File: src/rtl/axil_pkg.sv
// Shared encodings for the AXI4-Lite load/store unit: AXI responses, LSU error codes,
// access sizes and the FSM state type.
package axil_pkg;

  typedef enum logic [1:0] {
    AXI_OKAY   = 2'b00,
    AXI_EXOKAY = 2'b01,
    AXI_SLVERR = 2'b10,
    AXI_DECERR = 2'b11
  } axi_resp_e;

  typedef enum logic [1:0] {
    LSU_ERR_NONE     = 2'd0,
    LSU_ERR_MISALIGN = 2'd1,
    LSU_ERR_SLVERR   = 2'd2,
    LSU_ERR_DECERR   = 2'd3
  } lsu_err_e;

  typedef enum logic [1:0] {
    SIZE_B = 2'd0,
    SIZE_H = 2'd1,
    SIZE_W = 2'd2,
    SIZE_D = 2'd3
  } lsu_size_e;

  typedef enum logic [2:0] {
    ST_IDLE  = 3'd0,
    ST_WR    = 3'd1,
    ST_WRESP = 3'd2,
    ST_RADDR = 3'd3,
    ST_RDATA = 3'd4,
    ST_RESP  = 3'd5
  } lsu_state_e;

  // OKAY and EXOKAY both count as success for a single-beat access.
  function automatic lsu_err_e resp_to_err(input logic [1:0] resp);
    case (resp)
      AXI_SLVERR: return LSU_ERR_SLVERR;
      AXI_DECERR: return LSU_ERR_DECERR;
      default:    return LSU_ERR_NONE;
    endcase
  endfunction

endpackage

File: src/rtl/lsu_lane_align.sv
// Byte-lane steering between right-aligned core data and the AXI data bus.
// Store side: shifts data into its lane and builds the write strobe.
// Load side: extracts the addressed bytes and sign/zero extends them.
module lsu_lane_align #(
  parameter int DATA_WIDTH = 32,
  localparam int STRB_W = DATA_WIDTH / 8,
  localparam int LANE_W = $clog2(STRB_W)
) (
  input  logic [LANE_W-1:0]     lane_i,
  input  logic [1:0]            size_i,
  input  logic                  unsigned_i,
  input  logic [DATA_WIDTH-1:0] wdata_i,
  output logic [DATA_WIDTH-1:0] wdata_o,
  output logic [STRB_W-1:0]     wstrb_o,
  input  logic [DATA_WIDTH-1:0] rdata_i,
  output logic [DATA_WIDTH-1:0] rdata_o
);
  import axil_pkg::*;

  logic [STRB_W-1:0]     strb_base;
  logic [DATA_WIDTH-1:0] rd_shifted;
  logic                  fill;
  int                    nbits;

  // Strobe pattern for the access size before it is moved into its lane.
  always_comb begin
    strb_base = '0;
    case (size_i)
      SIZE_B:  strb_base = STRB_W'(8'h01);
      SIZE_H:  strb_base = STRB_W'(8'h03);
      SIZE_W:  strb_base = STRB_W'(8'h0F);
      default: strb_base = STRB_W'(8'hFF);
    endcase
  end

  assign wstrb_o = strb_base << lane_i;
  assign wdata_o = wdata_i << {lane_i, 3'b000};

  // Bring the addressed bytes down to bit 0, then overwrite everything above the access width.
  always_comb begin
    rd_shifted = rdata_i >> {lane_i, 3'b000};
    nbits      = 8 << size_i;
    case (size_i)
      SIZE_B:  fill = rd_shifted[7];
      SIZE_H:  fill = rd_shifted[15];
      SIZE_W:  fill = rd_shifted[31];
      default: fill = 1'b0;
    endcase
    if (unsigned_i) fill = 1'b0;
    rdata_o = rd_shifted;
    for (int i = 0; i < DATA_WIDTH; i++) begin
      if (i >= nbits) rdata_o[i] = fill;
    end
  end

endmodule

File: src/rtl/axil_lsu.sv
// Load/store unit: single-outstanding core data request port to an AXI4-Lite master.
//
//  state    | meaning
//  ---------+-------------------------------------------------------------
//  ST_IDLE  | ready for a request; misaligned requests go straight to RESP
//  ST_WR    | store: AW and/or W still waiting for their handshake
//  ST_WRESP | store: both channels done, bready high, waiting for B
//  ST_RADDR | load: arvalid high, waiting for arready
//  ST_RDATA | load: rready high, waiting for R
//  ST_RESP  | one-cycle rsp_valid pulse, then back to IDLE
module axil_lsu #(
  parameter int          ADDR_WIDTH = 32,
  parameter int          DATA_WIDTH = 32,
  parameter logic [2:0]  PROT       = 3'b000,
  localparam int STRB_W = DATA_WIDTH / 8,
  localparam int LANE_W = $clog2(STRB_W)
) (
  input  logic                  clk,
  input  logic                  reset,

  input  logic                  req_valid,
  output logic                  req_ready,
  input  logic                  req_we,
  input  logic [1:0]            req_size,
  input  logic                  req_unsigned,
  input  logic [ADDR_WIDTH-1:0] req_addr,
  input  logic [DATA_WIDTH-1:0] req_wdata,

  output logic                  rsp_valid,
  output logic [DATA_WIDTH-1:0] rsp_rdata,
  output logic [1:0]            rsp_err,

  output logic                  m_axi_awvalid,
  input  logic                  m_axi_awready,
  output logic [ADDR_WIDTH-1:0] m_axi_awaddr,
  output logic [2:0]            m_axi_awprot,

  output logic                  m_axi_wvalid,
  input  logic                  m_axi_wready,
  output logic [DATA_WIDTH-1:0] m_axi_wdata,
  output logic [STRB_W-1:0]     m_axi_wstrb,

  input  logic                  m_axi_bvalid,
  output logic                  m_axi_bready,
  input  logic [1:0]            m_axi_bresp,

  output logic                  m_axi_arvalid,
  input  logic                  m_axi_arready,
  output logic [ADDR_WIDTH-1:0] m_axi_araddr,
  output logic [2:0]            m_axi_arprot,

  input  logic                  m_axi_rvalid,
  output logic                  m_axi_rready,
  input  logic [DATA_WIDTH-1:0] m_axi_rdata,
  input  logic [1:0]            m_axi_rresp
);
  import axil_pkg::*;

  lsu_state_e            state_q;
  logic [1:0]            size_q;
  logic                  uns_q;
  logic [ADDR_WIDTH-1:0] addr_q;
  logic [LANE_W-1:0]     lane_q;
  logic [DATA_WIDTH-1:0] wdata_q;

  logic                  awvalid_q;
  logic                  wvalid_q;
  logic                  bready_q;
  logic                  arvalid_q;
  logic                  rready_q;
  logic                  rsp_valid_q;
  logic [DATA_WIDTH-1:0] rsp_rdata_q;
  lsu_err_e              rsp_err_q;

  logic                  misaligned;
  logic [ADDR_WIDTH-1:0] req_addr_aligned;
  logic                  aw_pending;
  logic                  w_pending;
  logic [DATA_WIDTH-1:0] ld_data;
  lsu_err_e              r_err;
  lsu_err_e              b_err;

  assign req_addr_aligned = {req_addr[ADDR_WIDTH-1:LANE_W], {LANE_W{1'b0}}};
  assign aw_pending       = awvalid_q & ~m_axi_awready;
  assign w_pending        = wvalid_q & ~m_axi_wready;
  assign r_err            = resp_to_err(m_axi_rresp);
  assign b_err            = resp_to_err(m_axi_bresp);

  // Natural alignment check; dword accesses cannot exist on a 32-bit bus.
  always_comb begin
    misaligned = 1'b0;
    case (req_size)
      SIZE_H:  misaligned = req_addr[0];
      SIZE_W:  misaligned = |req_addr[1:0];
      SIZE_D:  misaligned = (DATA_WIDTH == 32) || (|req_addr[2:0]);
      default: misaligned = 1'b0;
    endcase
  end

  // Lane steering works off the latched request so AXI payload stays stable while busy.
  lsu_lane_align #(
    .DATA_WIDTH (DATA_WIDTH)
  ) u_lane_align (
    .lane_i     (lane_q),
    .size_i     (size_q),
    .unsigned_i (uns_q),
    .wdata_i    (wdata_q),
    .wdata_o    (m_axi_wdata),
    .wstrb_o    (m_axi_wstrb),
    .rdata_i    (m_axi_rdata),
    .rdata_o    (ld_data)
  );

  // Request FSM with registered handshake and response outputs.
  always_ff @(posedge clk or negedge reset) begin
    if (!reset) begin
      state_q     <= ST_IDLE;
      size_q      <= '0;
      uns_q       <= 1'b0;
      addr_q      <= '0;
      lane_q      <= '0;
      wdata_q     <= '0;
      awvalid_q   <= 1'b0;
      wvalid_q    <= 1'b0;
      bready_q    <= 1'b0;
      arvalid_q   <= 1'b0;
      rready_q    <= 1'b0;
      rsp_valid_q <= 1'b0;
      rsp_rdata_q <= '0;
      rsp_err_q   <= LSU_ERR_NONE;
    end else begin
      case (state_q)
        ST_IDLE: begin
          if (req_valid) begin
            size_q  <= req_size;
            uns_q   <= req_unsigned;
            addr_q  <= req_addr_aligned;
            lane_q  <= req_addr[LANE_W-1:0];
            wdata_q <= req_wdata;
            if (misaligned) begin
              state_q     <= ST_RESP;
              rsp_valid_q <= 1'b1;
              rsp_err_q   <= LSU_ERR_MISALIGN;
              rsp_rdata_q <= '0;
            end else if (req_we) begin
              state_q   <= ST_WR;
              awvalid_q <= 1'b1;
              wvalid_q  <= 1'b1;
            end else begin
              state_q   <= ST_RADDR;
              arvalid_q <= 1'b1;
            end
          end
        end
        ST_WR: begin
          if (awvalid_q && m_axi_awready) awvalid_q <= 1'b0;
          if (wvalid_q && m_axi_wready)   wvalid_q  <= 1'b0;
          if (!aw_pending && !w_pending) begin
            state_q  <= ST_WRESP;
            bready_q <= 1'b1;
          end
        end
        ST_WRESP: begin
          if (m_axi_bvalid) begin
            state_q     <= ST_RESP;
            bready_q    <= 1'b0;
            rsp_valid_q <= 1'b1;
            rsp_err_q   <= b_err;
            rsp_rdata_q <= '0;
          end
        end
        ST_RADDR: begin
          if (m_axi_arready) begin
            state_q   <= ST_RDATA;
            arvalid_q <= 1'b0;
            rready_q  <= 1'b1;
          end
        end
        ST_RDATA: begin
          if (m_axi_rvalid) begin
            state_q     <= ST_RESP;
            rready_q    <= 1'b0;
            rsp_valid_q <= 1'b1;
            rsp_err_q   <= r_err;
            rsp_rdata_q <= (r_err == LSU_ERR_NONE) ? ld_data : '0;
          end
        end
        ST_RESP: begin
          state_q     <= ST_IDLE;
          rsp_valid_q <= 1'b0;
        end
        default: begin
          state_q     <= ST_IDLE;
          awvalid_q   <= 1'b0;
          wvalid_q    <= 1'b0;
          bready_q    <= 1'b0;
          arvalid_q   <= 1'b0;
          rready_q    <= 1'b0;
          rsp_valid_q <= 1'b0;
        end
      endcase
    end
  end

  assign req_ready     = (state_q == ST_IDLE);
  assign rsp_valid     = rsp_valid_q;
  assign rsp_rdata     = rsp_rdata_q;
  assign rsp_err       = rsp_err_q;

  assign m_axi_awvalid = awvalid_q;
  assign m_axi_awaddr  = addr_q;
  assign m_axi_awprot  = PROT;
  assign m_axi_wvalid  = wvalid_q;
  assign m_axi_bready  = bready_q;
  assign m_axi_arvalid = arvalid_q;
  assign m_axi_araddr  = addr_q;
  assign m_axi_arprot  = PROT;
  assign m_axi_rready  = rready_q;

endmodule

File: config.mk
export PLATFORM = sky130hd
export DESIGN_NAME = axil_lsu
export DESIGN_NICKNAME = d
export VERILOG_FILES = /design/src/rtl/axil_pkg.sv /design/src/rtl/lsu_lane_align.sv /design/src/rtl/axil_lsu.sv
export SDC_FILE = /design/constraint.sdc
export NUM_CORES = 1
export LEC_CHECK = 0
export CAP_MARGIN = 10
export CORE_UTILIZATION = 43
export CTS_BUF_LIST = sky130_fd_sc_hd__clkbuf_8
export CTS_CLUSTER_SIZE = 25
export DETAILED_ROUTE_END_ITERATION = 8
export PLACE_DENSITY_LB_ADDON = 0.25
export SLEW_MARGIN = 20
export SYNTH_ARGS = -nofsm -noshare
export SYNTH_HDL_FRONTEND = slang
export SYNTH_SLANG_ARGS = --single-unit
File: constraint.sdc
create_clock -name clk -period 1.8 [get_ports clk]
set_input_delay 0.36 -clock clk [delete_from_list [all_inputs] [get_ports clk]]
set_output_delay 0.36 -clock clk [all_outputs]
set_load 0.05 [all_outputs]
==> qor.yml, run 1 <==
status: "complete, but fails checks"
violations: "negative setup slack"
synth_fa_ha_area_share_pct: 0
grt_first_pass_wirelength_um: 28800
htreeDepth: 3
crit_arrival_ps: 1870
areaGrowthSynthToFinish_pct: 72.5
worst-path-max-fanout: 5
timing.final.crit_share_pct: 124
finClkSkew_ps: 10.8
critPathCapture: "m_axi_wdata[19]"
cp-end-kind: "output pin"
nets: 882
grt_usage_pct: 26.9
core_area_um2: 12800
maxSlewHeadroom_pct: 49.7
io_buffers: 248
wl_per_cell_um: 19.9
slew_violations: 0
drc: 0
clk_path_buf_depth: 2
dp.cells: 908
grt_overflow_total: 0
reg2reg_slack_ps: -200
ys_ff_latch: 110
async_flop_share_pct: 100
fmax_mhz: 449
timing.hold.ws_ps: 465
synth-xor-area-share_pct: 0
dr_total_vias: 5133
drive_gt1_share_pct: 50.5
ys_types: 50
routed_via_density: 5.41
syn_inst: 509
critPathKind: "register to output pin"
setup_tns_ps: -15130
cts_root_buf: "clkbuf_8"
grt_pass1_vias: 5269
yosysWarnings: 0
seq_area_um2: 2760
rsz0062_at_grt: "true"
die_h_um: 118
synth_area_um2: 5750
synth-edff-count: 0
totalWireLength_um: 18900
grt_max_degree: 36
cts_tree: "yes"
initial_core_util_pct: 44.8
cts_num_sinks: 110
cp-start-kind: "register"
synthFlopType: "dfrtp_1"
cp-startpoint: "lane_q[0]"
synthMuxAreaShare_pct: 20.9
dp_hpwl_um: 13300
drt_iter0_markers: 334
place.gp.congestion: 0.941
r2r-end: "rsp_rdata[18]"
rr_startpoint: "lane_q[0]"
ios: 259
hold_path.class: "primary input to asynchronous set/reset pin"
worst_slack_ps: -429
first_pass_iters: 6
hold_violations: 0
fillers: 811
synth_compound_area_share_pct: 13.4
numCtsBuffers: 9
synth_top_family_by_area: "multiplexers"
path_clk_slew_ps: 100
ant_nets: 0
fin_util_pct: 77.4
die_w_um: 118
die_area_um2: 13800
tightest_slew_ps: 752
path_cells: "buf_8 > buf_12 > nor2b_4 > buf_8 > nand2_4 > o21ai_4 > buf_12"
min_period_ps: 2230
maxCapViolations: 0
post-synth-top-area-fraction_pct: 47.9
finalSetupViolations: 61
antenna_found_initial: 2
crit_slowest_cell: "dfrtp_4"
yosys-top-cells-area: "dfrtp_1, mux2_2, mux2i_1"
cp.required_ps: 1440
ys_seq_area_share_pct: 47.9
avgSynthCellArea_um2: 11.3
fp-row-count: 41
synthSimpleGateAreaFrac_pct: 9.07
multiInputGateArea_um2: 3290
rr_worst_depth: 8
stdcell_count: 948
slowest_delay_ps: 520
yosysTopAreaCell: "dfrtp_1"
clk_latency_ps: 390
-- through the flow --
step                      instance area [um^2]  worst slack (ps)
after CTS                                 9550              -432
after global placement                    8900              -231
after global routing                      9920              -494
after floorplan                           6150              -144
after detailed placement                  8900              -373
final                                     9920              -429
-- what timing repair did --
item,4_1_cts,5_1_grt
endpoints found under the setup margin,43,69
cloned,4,3
resized for setup,50,73
pin swaps,8,17
hold buffers,1,0
hold endpoints to repair,31,0
setup buffers,13,4
-- area by class of cell --
class | count | area share (%)
tap | 172 | 2.17
antenna | 1 | 0.0252
clock inverter | 6 | 0.631
timing repair buffer | 315 | 34.5
clock buffer | 10 | 1.39
multi-input combinational | 327 | 33.2
inverter | 7 | 0.265
sequential | 110 | 27.8
-- worst min path at each step --
| stage | from | end | slack (ps) |
|---|---|---|---|
| 5_1_grt | reset | m_axi_araddr[6] | 490 |
| 2_1_floorplan | reset | lane_q[0] | 60 |
| 4_1_cts | reset | lane_q[0] | 460 |
| 3_3_place_gp | reset | m_axi_araddr[17] | 350 |
| 3_5_place_dp | reset | m_axi_araddr[16] | 360 |
| 6_report | reset | m_axi_araddr[5] | 460 |
-- cell usage in the layout, fill, tap and decap left out, types with 5 or more instances in the layout --
cell type,count
buf_4,139
o21ai_1,5
dfrtp_1,107
a32o_1,8
conb_1,10
mux2_2,67
inv_1,8
clkbuf_8,10
a211o_1,7
a221o_1,8
o21ai_0,8
nor2_4,10
a22o_1,10
nand2_4,7
nand2_1,25
nor2_1,14
mux2i_2,6
mux2i_1,16
a21oi_1,16
o21ai_4,8
mux2i_4,18
and2_4,6
buf_6,7
buf_12,50
nor2b_4,6
clkdlybuf4s50_1,110
a211oi_2,7
a21oi_4,9
nand3_1,5
-- metal layers --
layer  vias to the layer above  wire length, um  track usage (%)
li1                       2311                -                -
met1                      2580             7080             30.5
met2                       202            10300             48.8
met3                        38             1090             7.17
met4                         2              450             8.81
met5                         -               13                0
-- cell usage after synthesis (3+ instances only) --
| cell type | instances |
|---|---|
| buf_2 | 18 |
| a21oi_1 | 25 |
| clkbuf_1 | 9 |
| a32o_1 | 8 |
| nand2b_1 | 5 |
| a211oi_1 | 10 |
| nand2_1 | 32 |
| nor2_1 | 24 |
| dfrtp_1 | 110 |
| nand3_1 | 5 |
| buf_4 | 43 |
| nor3_1 | 3 |
| mux2_2 | 69 |
| a221o_1 | 8 |
| a211o_1 | 7 |
| a22o_1 | 10 |
| o21ai_0 | 21 |
| nor2b_1 | 12 |
| mux2i_1 | 40 |
| inv_1 | 6 |
| and2_1 | 10 |
-- registers in the layout, summed over array words and instances, names as in the netlist --
register       flops
m_axi_bready       1
lane_q             2
state_q            3
m_axi_arvalid      1
size_q             2
m_axi_awvalid      1
m_axi_wvalid       1
uns_q              1
wdata_q           32
m_axi_rready       1
rsp_rdata         32
m_axi_araddr      30
rsp_valid          1
rsp_err            2
-- critical path, delay by kind of cell, from the launching register on --
kind / cells / cell delay, ps
AOI/OAI and AO/OA: 1 / 90
buffers and inverters: 4 / 610
DFF: 1 / 520
and+or+nand+nor: 2 / 250
-- kinds of logic (layout without fill, tap and decap cells) --
kind of cell | count (synthesis) | after routing
compound gates | 105 | 105
other cells | 1 | 11
buf+inv | 81 | 338
simple gates | 102 | 102
flops | 110 | 110
mux | 110 | 110
Power of run 1 is not shown: default switching activity piles up to over one toggle a cycle in this logic, so the estimate is an artifact.
==> inputs of run 2 (changes only) <==
--- a/config.mk
+++ b/config.mk
@@ -15,3 +15,4 @@
 export SYNTH_ARGS = -nofsm -noshare
 export SYNTH_HDL_FRONTEND = slang
 export SYNTH_SLANG_ARGS = --single-unit
+export TNS_END_PERCENT = 5
==> run 2 against run 1 <==
  * The run still ends with negative setup slack left
  * First-iteration DRC count grew 21%
  * Critical path depth shrank 3
  * Register-to-register slack gained 30 ps
  * Global-route usage shrank 1.7 points
==> qor.yml, run 2 (synthesis gave the netlist of run 1 again) <==
grt_max_degree: 43  # +19%
worst_slack_ps: -276  # +153 ps
crit_arrival_ps: 1720  # -150 ps
antenna_found_initial: 2  # unchanged
die_area_um2: 13800  # unchanged
die_h_um: 118  # unchanged
maxCapViolations: 0  # unchanged
place.gp.congestion: 0.988  # +5.0%
diodes: 0  # -1
layout_commonest_cell: "buf_4"
rsz0062_at_grt: "true"
fmax_mhz: 482  # +7.4%
slew_violations: 0  # unchanged
io_buffers: 248  # unchanged
wl_per_cell_um: 19.1  # -4.2%
clk_path_buf_depth: 2  # unchanged
hold_violations: 0  # unchanged
grt_usage_pct: 25.2  # -1.7 points
wl_met3_um: 1140  # +4.1%
rr_worst_depth: 6  # -2
wl_met1_um: 7020  # -0.90%
top_layer: "met5"
maxSlewHeadroom_pct: 52.9  # +3.2 points
met2WireLength_um: 9090  # -11%
grt_pass1_vias: 5124  # -2.8%
cts_num_sinks: 110  # unchanged
critPathKind: "register to output pin"
seq_area_um2: 2760  # unchanged
cts_tree: "yes"
worst-path-max-fanout: 7  # +2
routed_via_density: 5.42  # +0.18%
areaGrowthSynthToFinish_pct: 63.4
finalSetupViolations: 55  # -9.8%
cts_root_buf: "clkbuf_8"
timing.final.crit_share_pct: 115  # -8.5 points
path_clk_slew_ps: 100  # about the same
min_period_ps: 2080  # -153 ps
status: "complete, but fails checks"
place_ws_ps: -304  # +69.2 ps
final_cell_mix: "buf_4, clkdlybuf4s50_1, dfrtp_1"
drt_iter0_markers: 403  # +21%
ant_nets: 0  # unchanged
fillers: 869  # +7.2%
clk_latency_ps: 380  # about the same
initial_core_util_pct: 44.8  # unchanged
cp.required_ps: 1440  # about the same
drive_gt1_share_pct: 46.4  # -4.1 points
dp_hpwl_um: 12900  # -2.7%
dr_total_vias: 5039  # -1.8%
nets: 864  # -2.0%
hold_path.class: "primary input to asynchronous set/reset pin"
ios: 259  # unchanged
totalWireLength_um: 17700  # -6.1%
violations: "negative setup slack"
drc: 0  # unchanged
grt_first_pass_wirelength_um: 27400  # -5.1%
core_area_um2: 12800  # unchanged
grt_overflow_total: 0  # unchanged
htreeDepth: 3  # unchanged
multiInputGateArea_um2: 3020  # -8.4%
first_pass_iters: 5  # -1
fp-row-count: 41  # unchanged
tightest_slew_ps: 703  # -48.5 ps
die_w_um: 118  # unchanged
cp-end-kind: "output pin"
numCtsBuffers: 9  # unchanged
finClkSkew_ps: 9.86  # -0.927 ps
cp-start-kind: "register"
-- run 2: worst max-delay path: stages, from the launching register on --
cell and delay [ps]:
dfrtp_4 580, buf_12 170, nor2_2 220, and2_1 220, buf_12 150
-- run 2: through the flow --
step / setup TNS (ps) / hold slack (ps) / instances / area, um^2 / util (%)
after floorplan: -12350 / 64.4 / 518 / 6080 / -
after global placement: -8620 / 326 / 904 / 8800 / 68.6
after detailed placement: -11720 / 329 / 904 / 8800 / 68.6
after CTS: -12460 / 455 / 925 / 9210 / 71.8
after global routing: -14010 / 508 / 929 / 9400 / 73.3
final: -10450 / 479 / 929 / 9400 / 73.3
-- run 2: worst paths after layout --
check                              from         endpoint  slack (ps)
max in group asynchronous         reset  m_axi_araddr[5]         740
hold reg to reg            rsp_rdata[4]     rsp_rdata[4]         500
setup / recovery              lane_q[0]   m_axi_wdata[3]        -280
min in group clk           rsp_rdata[4]     rsp_rdata[4]         500
setup reg to reg              lane_q[0]    rsp_rdata[30]        -170
hold / removal                    reset      wdata_q[23]         480
-- run 2: cell type report --
class                   count  share of cell area [%]
repair buffers            296                    33.7
multi-input cells         328                    32.1
flip-flops and latches    110                    29.4
well taps                 172                    2.29
clock buffers              12                    1.76
clock inverters             4                   0.493
inverters                   7                   0.280
-- run 2: repair_timing --
action	4_1_cts	5_1_grt
hold endpoints to repair	27	0
pin swaps	2	18
hold buffers	1	0
buffers inserted	2	3
resized for setup	36	32
endpoints found under the setup margin	52	112
cloned	2	3
-- run 2: layer usage --
metal	vias to the layer above	global-route usage, %
met4	4	11.3
met1	2521	30.0
met5	-	0
met3	30	5.57
met2	223	43.4
li1	2261	-
Power of run 2 is left out for the same reason.
